<file path="src/rtl/and_nand_nor_2_pkg.sv">
// Shared types and constants for the and_nand_nor_2 registered gate block.
// Optional checker is enabled by defining AND_NAND_NOR_2_CHECK_EN.
package and_nand_nor_2_pkg;

  typedef enum logic [1:0] {
    OP_AND  = 2'b00,
    OP_NAND = 2'b01,
    OP_NOR  = 2'b10,
    OP_RSVD = 2'b11
  } gate_op_t;

  localparam int DEFAULT_WIDTH = 1;

endpackage : and_nand_nor_2_pkg

</file>
<file path="src/rtl/and_nand_nor_2_gate2_cell.sv">
// Single-bit combinational cell: AND, NAND and NOR of one operand bit pair.
module gate2_cell (
  input  logic a,
  input  logic b,
  output logic y_and,
  output logic y_nand,
  output logic y_nor
);

  assign y_and  = a & b;
  assign y_nand = ~(a & b);
  assign y_nor  = ~(a | b);

endmodule : gate2_cell

</file>
<file path="src/rtl/and_nand_nor_2.sv">
// Registered bitwise AND/NAND/NOR with an op-selected result, one-cycle latency.
// Defining AND_NAND_NOR_2_CHECK_EN adds a sticky consistency checker on port err.
module and_nand_nor_2
  import and_nand_nor_2_pkg::*;
#(
  parameter int WIDTH = DEFAULT_WIDTH
) (
  input  logic             clk,
  input  logic             rst,
  input  logic             in_valid,
  input  logic [WIDTH-1:0] a,
  input  logic [WIDTH-1:0] b,
  input  logic [1:0]       op,
  output logic             out_valid,
  output logic [WIDTH-1:0] y_and,
  output logic [WIDTH-1:0] y_nand,
  output logic [WIDTH-1:0] y_nor,
  output logic [WIDTH-1:0] y_sel
`ifdef AND_NAND_NOR_2_CHECK_EN
  ,
  output logic             err
`endif
);

  logic [WIDTH-1:0] and_w;
  logic [WIDTH-1:0] nand_w;
  logic [WIDTH-1:0] nor_w;
  logic [WIDTH-1:0] sel_w;

  logic             out_valid_d, out_valid_q;
  logic [WIDTH-1:0] y_and_d,  y_and_q;
  logic [WIDTH-1:0] y_nand_d, y_nand_q;
  logic [WIDTH-1:0] y_nor_d,  y_nor_q;
  logic [WIDTH-1:0] y_sel_d,  y_sel_q;

  for (genvar i = 0; i < WIDTH; i++) begin : g_cell
    gate2_cell u_cell (
      .a      (a[i]),
      .b      (b[i]),
      .y_and  (and_w[i]),
      .y_nand (nand_w[i]),
      .y_nor  (nor_w[i])
    );
  end

  // Reserved op code deliberately yields zero rather than a gate result.
  always_comb begin
    sel_w = '0;
    case (gate_op_t'(op))
      OP_AND:  sel_w = and_w;
      OP_NAND: sel_w = nand_w;
      OP_NOR:  sel_w = nor_w;
      OP_RSVD: sel_w = '0;
      default: sel_w = '0;
    endcase
  end

  always_comb begin
    out_valid_d = in_valid;
    y_and_d     = y_and_q;
    y_nand_d    = y_nand_q;
    y_nor_d     = y_nor_q;
    y_sel_d     = y_sel_q;
    if (in_valid) begin
      y_and_d  = and_w;
      y_nand_d = nand_w;
      y_nor_d  = nor_w;
      y_sel_d  = sel_w;
    end
  end

  // ---- output register stage ----
  always_ff @(posedge clk or posedge rst) begin
    if (rst) begin
      out_valid_q <= 1'b0;
      y_and_q     <= '0;
      y_nand_q    <= '0;
      y_nor_q     <= '0;
      y_sel_q     <= '0;
    end else begin
      out_valid_q <= out_valid_d;
      y_and_q     <= y_and_d;
      y_nand_q    <= y_nand_d;
      y_nor_q     <= y_nor_d;
      y_sel_q     <= y_sel_d;
    end
  end

  assign out_valid = out_valid_q;
  assign y_and     = y_and_q;
  assign y_nand    = y_nand_q;
  assign y_nor     = y_nor_q;
  assign y_sel     = y_sel_q;

`ifdef AND_NAND_NOR_2_CHECK_EN
  logic err_d, err_q;
  logic bad_w;

  // Registered results must be mutually consistent whenever they are valid.
  always_comb begin
    bad_w = 1'b0;
    if (out_valid_q) begin
      bad_w = (y_nand_q != ~y_and_q) || ((y_nor_q & y_and_q) != '0);
    end
    err_d = err_q | bad_w;
  end

  always_ff @(posedge clk or posedge rst) begin
    if (rst) err_q <= 1'b0;
    else     err_q <= err_d;
  end

  assign err = err_q;
`endif

endmodule : and_nand_nor_2

</file>
<file path="config.mk">
export PLATFORM = sky130hd
export DESIGN_NAME = and_nand_nor_2
export DESIGN_NICKNAME = d
export VERILOG_FILES = /design/src/rtl/and_nand_nor_2_pkg.sv /design/src/rtl/and_nand_nor_2_gate2_cell.sv /design/src/rtl/and_nand_nor_2.sv
export SDC_FILE = /design/constraint.sdc
export NUM_CORES = 1
export LEC_CHECK = 0
export ABC_AREA = 1
export BUFFER_PORTS_ARGS = -buffer_cell sky130_fd_sc_hd__buf_2
export CAP_MARGIN = 0
export CORE_AREA = 5 5 42 44
export CTS_BUF_LIST = sky130_fd_sc_hd__clkbuf_4 sky130_fd_sc_hd__clkbuf_8
export DETAILED_ROUTE_END_ITERATION = 8
export DIE_AREA = 0 0 47 49
export GPL_ROUTABILITY_DRIVEN = 1
export SLEW_MARGIN = 10
export SYNTH_ARGS = -nofsm -noshare
export SYNTH_HDL_FRONTEND = slang
export SYNTH_HIERARCHICAL = 1
export SYNTH_SLANG_ARGS = --single-unit
</file>
<file path="constraint.sdc">
create_clock -name clk -period 1.7 [get_ports clk]
set_input_delay 0.51 -clock clk [delete_from_list [all_inputs] [get_ports clk]]
set_output_delay 0.51 -clock clk [all_outputs]
set_load 0.01 [all_outputs]
</file>
==> summary.md, run 1 <==
| Metric | Value |
|---|---|
| Die X-Extent | `47 um` |
| Final Wtd Congestion | `0.742` |
| FP Rows | `14` |
| VDD IR max | `0.145 mV` |
| Initial antenna violation count | `0` |
| H-tree Lvls | `1` |
| Hold_buf cts | `0` |
| Ys async rst share | `100%` |
| Final instance area | `334 um2` |
| Residual DRC | `0` |
| DRT iter0 DRCs | `1` |
| Register area share after synthesis | `54.6%` |
| CTS tree | `done` |
| First-pass GRT wire length | `676 um` |
| Die area | `2300 um2` |
| Skew final | `0 ns` |
| Worst slew pin tran | `0.176 ns` |
| Area leader, netlist | `dfrtp_1` |
| Yosys warnings | `6` |
| Worst path slowest cell | `dfrtp_1` |
| Clk sink count | `5` |
| Final hold vios | `0` |
| Max Cap Violations | `0` |
| P&R area growth vs syn | `45.9%` |
| Most common cell in the netlist | `nand2_1` |
| R2R Setup Slk | `1.08 ns` |
| N_diodes | `0` |
| R2R depth | `2` |
| Core Area | `1400 um2` |
| Setup CP Type | `reg -> out` |
| Max Clk Rate | `794 MHz` |
| Data required time at the worst endpoint | `1.19 ns` |
| DP Wirelength | `376 um` |
| Dpl cell area | `304 um2` |
| CP Capture Type | `primary output` |
| GR Overflow Total | `0` |
| Synth top area cells | `dfrtp_1, nand2_1, inv_1, o21ai_0, a21oi_2` |
| Vias in the first global route | `182` |
| First-pass detailed-route iteration total | `2` |
| Net Count, Synth | `37` |
| Synth unique cells | `8` |
| Max-slew headroom at the worst pin | `88.3%` |
| Clock-pin slew on the worst setup and hold paths | `0.04 ns` |
| Die Height | `49 um` |
| Final setup viols | `0` |
| R2R Path Start | `y_and` |
| TNS Setup | `0 ns` |
| GRT Overall Usage | `4.53%` |
| Post-CTS Setup Bufs | `0` |
| Nets@finish | `53` |
| Synth Area per Inst | `7.63 um2` |
| Top Family by Delay on Critical Path | `flip-flops` |
| Total power after layout | `0.000330 W` |
| Via count | `206` |
| Post-cts gate resize count | `0` |
| Share of cells above drive strength 1 | `42.2%` |
| Final period util | `74.1%` |
| Status | `completed` |
| Post-synth EDFFs | `0` |
| RSZ-0062 raised after global routing | `no` |
| #FFs+latches synth | `5` |
| Synthesized area | `229 um2` |
| Starting Density | `16.3%` |
| Vias per cell | `3.38` |
| Synth top area share | `54.6%` |
| P_leak | `0.204 nW` |
| Syn Inst Count | `30` |
| Final min period | `1.26 ns` |
| Root Buffer | `clkbuf_4` |
| Routed Antenna Nets | `0` |
| Longest Clk Path Bufs | `2` |
| Crit-path cells | `buf_2` |
| R2r endpoint | `y_and` |
| Buf/Inv on CP | `1` |
| CTS Buf Count | `3` |
| Port Buffers | `11` |
| Power per cell area | `988 nW/um2` |
| IO Pins | `12` |
| Slowest stage delay, CP | `0.37 ns` |
| Final wirelength | `438 um` |
| Worst-skew pair later-pin latency | `0.24 ns` |
| Min-delay worst type | `in -> async` |
| Top cell types by occurrence after synthesis | `nand2_1, dfrtp_1, inv_1` |
| Crit Path Max Fanout | `2` |
| Critical Path Start Type | `flip-flop` |
| Crit path DAT | `0.75 ns` |
| Fin. max-slew vios | `0` |
| Post-synth top flop | `dfrtp_1` |
| Wirelength per Cell | `7.18 um` |
| Largest net degree at the start of global routing | `8` |
## through the flow
| step | hold slack (ns) | worst slack [ns] | utilization [%] | std cells |
|---|---|---|---|---|
| after floorplan | 0.289 | 0.768 | - | 30 |
| after global placement | 0.410 | 0.621 | 21.7 | 57 |
| after detailed placement | 0.411 | 0.617 | 21.7 | 57 |
| after CTS | 0.151 | 0.425 | 23.8 | 61 |
| after global routing | 0.175 | 0.403 | 23.8 | 61 |
| final | 0.151 | 0.441 | 23.8 | 61 |
## final cells by class
cell class                      instances  area [um2]
Sequential cell                         5         125
Multi-Input combinational cell         18        77.6
Clock buffer                            4        30.0
Inverter                                7        26.3
Timing Repair Buffer                   11        55.1
Fill cell                             172        1070
Tap cell                               16        20.0
## layout by cell type, fill, tap and decap left out, drive strengths merged
cell / netlist / routed
inv: 7 / 7
buf: 0 / 11
clkbuf: 0 / 4
o21ai: 2 / 2
nor2: 2 / 2
dfrtp: 5 / 5
nand2: 13 / 13
a21oi: 1 / 1
## layer usage
metal,wire length [um],global-route usage [%]
met1,207,5.37
met2,185,4.98
met3,45,0
met4,0,8.29
met5,0,0
## state kept, by name, indices dropped and copies added, names as in the netlist
| name | cells |
|---|---|
| y_nand | 1 |
| y_sel | 1 |
| y_and | 1 |
| y_nor | 1 |
| out_valid | 1 |
## cells by family after synthesis
| family | Yosys count | share of synthesized area, % |
|---|---|---|
| simple gates | 15 | 25.7 |
| compound gates | 3 | 8.20 |
| buf+inv | 7 | 11.5 |
| flops | 5 | 54.6 |
## worst max path at each step
stage                     depth (start not counted)  endpoint  slack (ns)   from
after floorplan                                   7     y_sel        0.77      a
after global placement                            8     y_sel        0.62      a
after detailed placement                          8     y_sel        0.62      a
after CTS                                         1     y_and        0.42  y_and
after global routing                              1     y_and        0.40  y_and
final                                             1     y_and        0.44  y_and
## power by group
part,internal [W],switching (W)
sequential,0.000129,0.00000430
combinational,0.0000190,0.0000256
clock,0.000105,0.0000474
Note: power is estimated with default switching activity, not from simulation.
==> run 2, diff against run 1 <==
- clock period: 1.7 -> 1.23 ns (I/O delays scaled with it)
==> run 2 against run 1 <==
First-iteration DRC count increased to 8.0 times the previous value; critical path type unchanged; sequential power increased by 38%; largest cell class unchanged; sequential share of layout area unchanged; via count increased by 6.8%.
==> summary.md, run 2 (synthesis results as in run 1) <==
| Metric | Value |
|---|---|
| Dpl cell area | `304 um2` |
| Longest Clk Path Bufs | `2` |
| Post-layout util | `23.8%` |
| Buf/Inv on CP | `1` |
| Critical Path Start Type | `flip-flop` |
| Final setup viols | `0` |
| Nets@finish | `53` |
| CP Capture Type | `primary output` |
| Layout Cells excl Fill | `61` |
| Vias per cell | `3.61` |
| DP Wirelength | `410 um` |
| First-pass detailed-route iteration total | `5` |
| Skew final | `0 ns` |
| RSZ-0062 raised after global routing | `no` |
| Crit path DAT | `0.75 ns` |
| P_leak | `0.204 nW` |
| Final wirelength | `487 um` |
| Crit-path cells | `buf_2` |
| Clk pwr share | `46.2%` |
| Most frequent cells in the layout | `nand2_1, buf_2, inv_1, dfrtp_1, clkbuf_4` |
| Hold_buf cts | `0` |
| Min-delay worst type | `in -> async` |
| Die X-Extent | `47 um` |
| Port Buffers | `11` |
| Post-Place Cells | `57` |
| Post-cts gate resize count | `0` |
| Combinational power share | `13.7%` |
| Max-slew headroom at the worst pin | `87.6%` |
| Via count | `220` |
| IO Pins | `12` |
| Sw Share | `24.1%` |
| Status | `completed` |
| Share of cells above drive strength 1 | `42.2%` |
| H-tree Lvls | `1` |
| VDD IR max | `0.241 mV` |
| Final Wtd Congestion | `0.733` |
| Initial antenna violation count | `0` |
| First-pass GRT wire length | `752 um` |
| P&R area growth vs syn | `45.9%` |
| Post-CTS Setup Bufs | `0` |
| Data required time at the worst endpoint | `0.86 ns` |
| Die Height | `49 um` |
| Largest net degree at the start of global routing | `8` |
| Die area | `2300 um2` |
| CTS tree | `done` |
| Commonest non-fill, non-tap cell in the layout | `nand2_1` |
| Crit Path Max Fanout | `2` |
| Slowest stage delay, CP | `0.37 ns` |
| FP Rows | `14` |
| Routed Antenna Nets | `0` |
| Worst-skew pair later-pin latency | `0.24 ns` |
| Worst slew pin tran | `0.186 ns` |
| Clk sink count | `5` |
| Final hold vios | `0` |
| Final instance area | `334 um2` |
| TNS Setup | `0 ns` |
| Residual DRC | `0` |
| Share of power burned in registers | `40.1%` |
| CTS Buf Count | `3` |
| Cell Int Power | `0.000349 W` |
| Total power after layout | `0.000460 W` |
| Root Buffer | `clkbuf_4` |
| GRT Overall Usage | `5.30%` |
| Worst path slowest cell | `dfrtp_1` |
| Max Cap Violations | `0` |
| Core Area | `1400 um2` |
| N_diodes | `0` |
| Vias in the first global route | `204` |
| Fin. max-slew vios | `0` |
| Clock-pin slew on the worst setup and hold paths | `0.04 ns` |
| GR Overflow Total | `0` |
| Starting Density | `16.3%` |
| Net Sw Power | `0.000111 W` |
| Final min period | `1.12 ns` |
| Max Clk Rate | `890 MHz` |
| Final period util | `91.3%` |
| Wirelength per Cell | `7.98 um` |
| Top Family by Delay on Critical Path | `flip-flops` |
| Setup CP Type | `reg -> out` |
| Power per cell area | `1380 nW/um2` |
| DRT iter0 DRCs | `8` |
## run 2: cell counts in the layout (fill, tap and decap cells not counted)
No cell type changed its count.
## run 2: power groups by stage
stage                     Sequential, W  Combinational [W]  Clock [W]
after floorplan                0.000194          0.0000257          0
after global placement         0.000187          0.0000629          0
after detailed placement       0.000187          0.0000644          0
after CTS                      0.000185          0.0000645   0.000222
after global routing           0.000186          0.0000720   0.000234
final                          0.000185          0.0000629   0.000213
## run 2: stage by stage
step                hold slack (ns)  setup WS, ns
floorplan                     0.148         0.439
global placement              0.270         0.295
detailed placement            0.275         0.285
CTS                          0.0122        0.0906
global route                 0.0172        0.0729
finish                       0.0106         0.106
## run 2: per-layer routing
metal | track usage [%] | vias to the layer above | share of wire (%)
li1 | - | 117 | -
met1 | 5.56 | 89 | 40
met2 | 5.66 | 11 | 42
met3 | 0.369 | 3 | 12
met4 | 11.1 | 0 | 6.2
met5 | 0 | - | 0
## run 2: final timing paths
| kind | from | end | slack [ns] | cells after the start |
|---|---|---|---|---|
| min in group clk | in_valid | out_valid | 0.27 | 1 |
| min reg2reg | y_nor | y_nor | 0.46 | 2 |
| max in group asynchronous | rst | y_and | 1.05 | 2 |
| max reg2reg | y_nand | y_nand | 0.61 | 2 |
| max | y_nand | y_nand | 0.11 | 1 |
| min | rst | out_valid | 0.01 | 2 |
## run 2: layout make-up
class	instances	area [um2]
fillers	172	1070
flip-flops and latches	5	125
multi-input cells	18	77.6
repair buffers	11	55.1
clock buffers	4	30.0
inverters	7	26.3
well taps	16	20.0
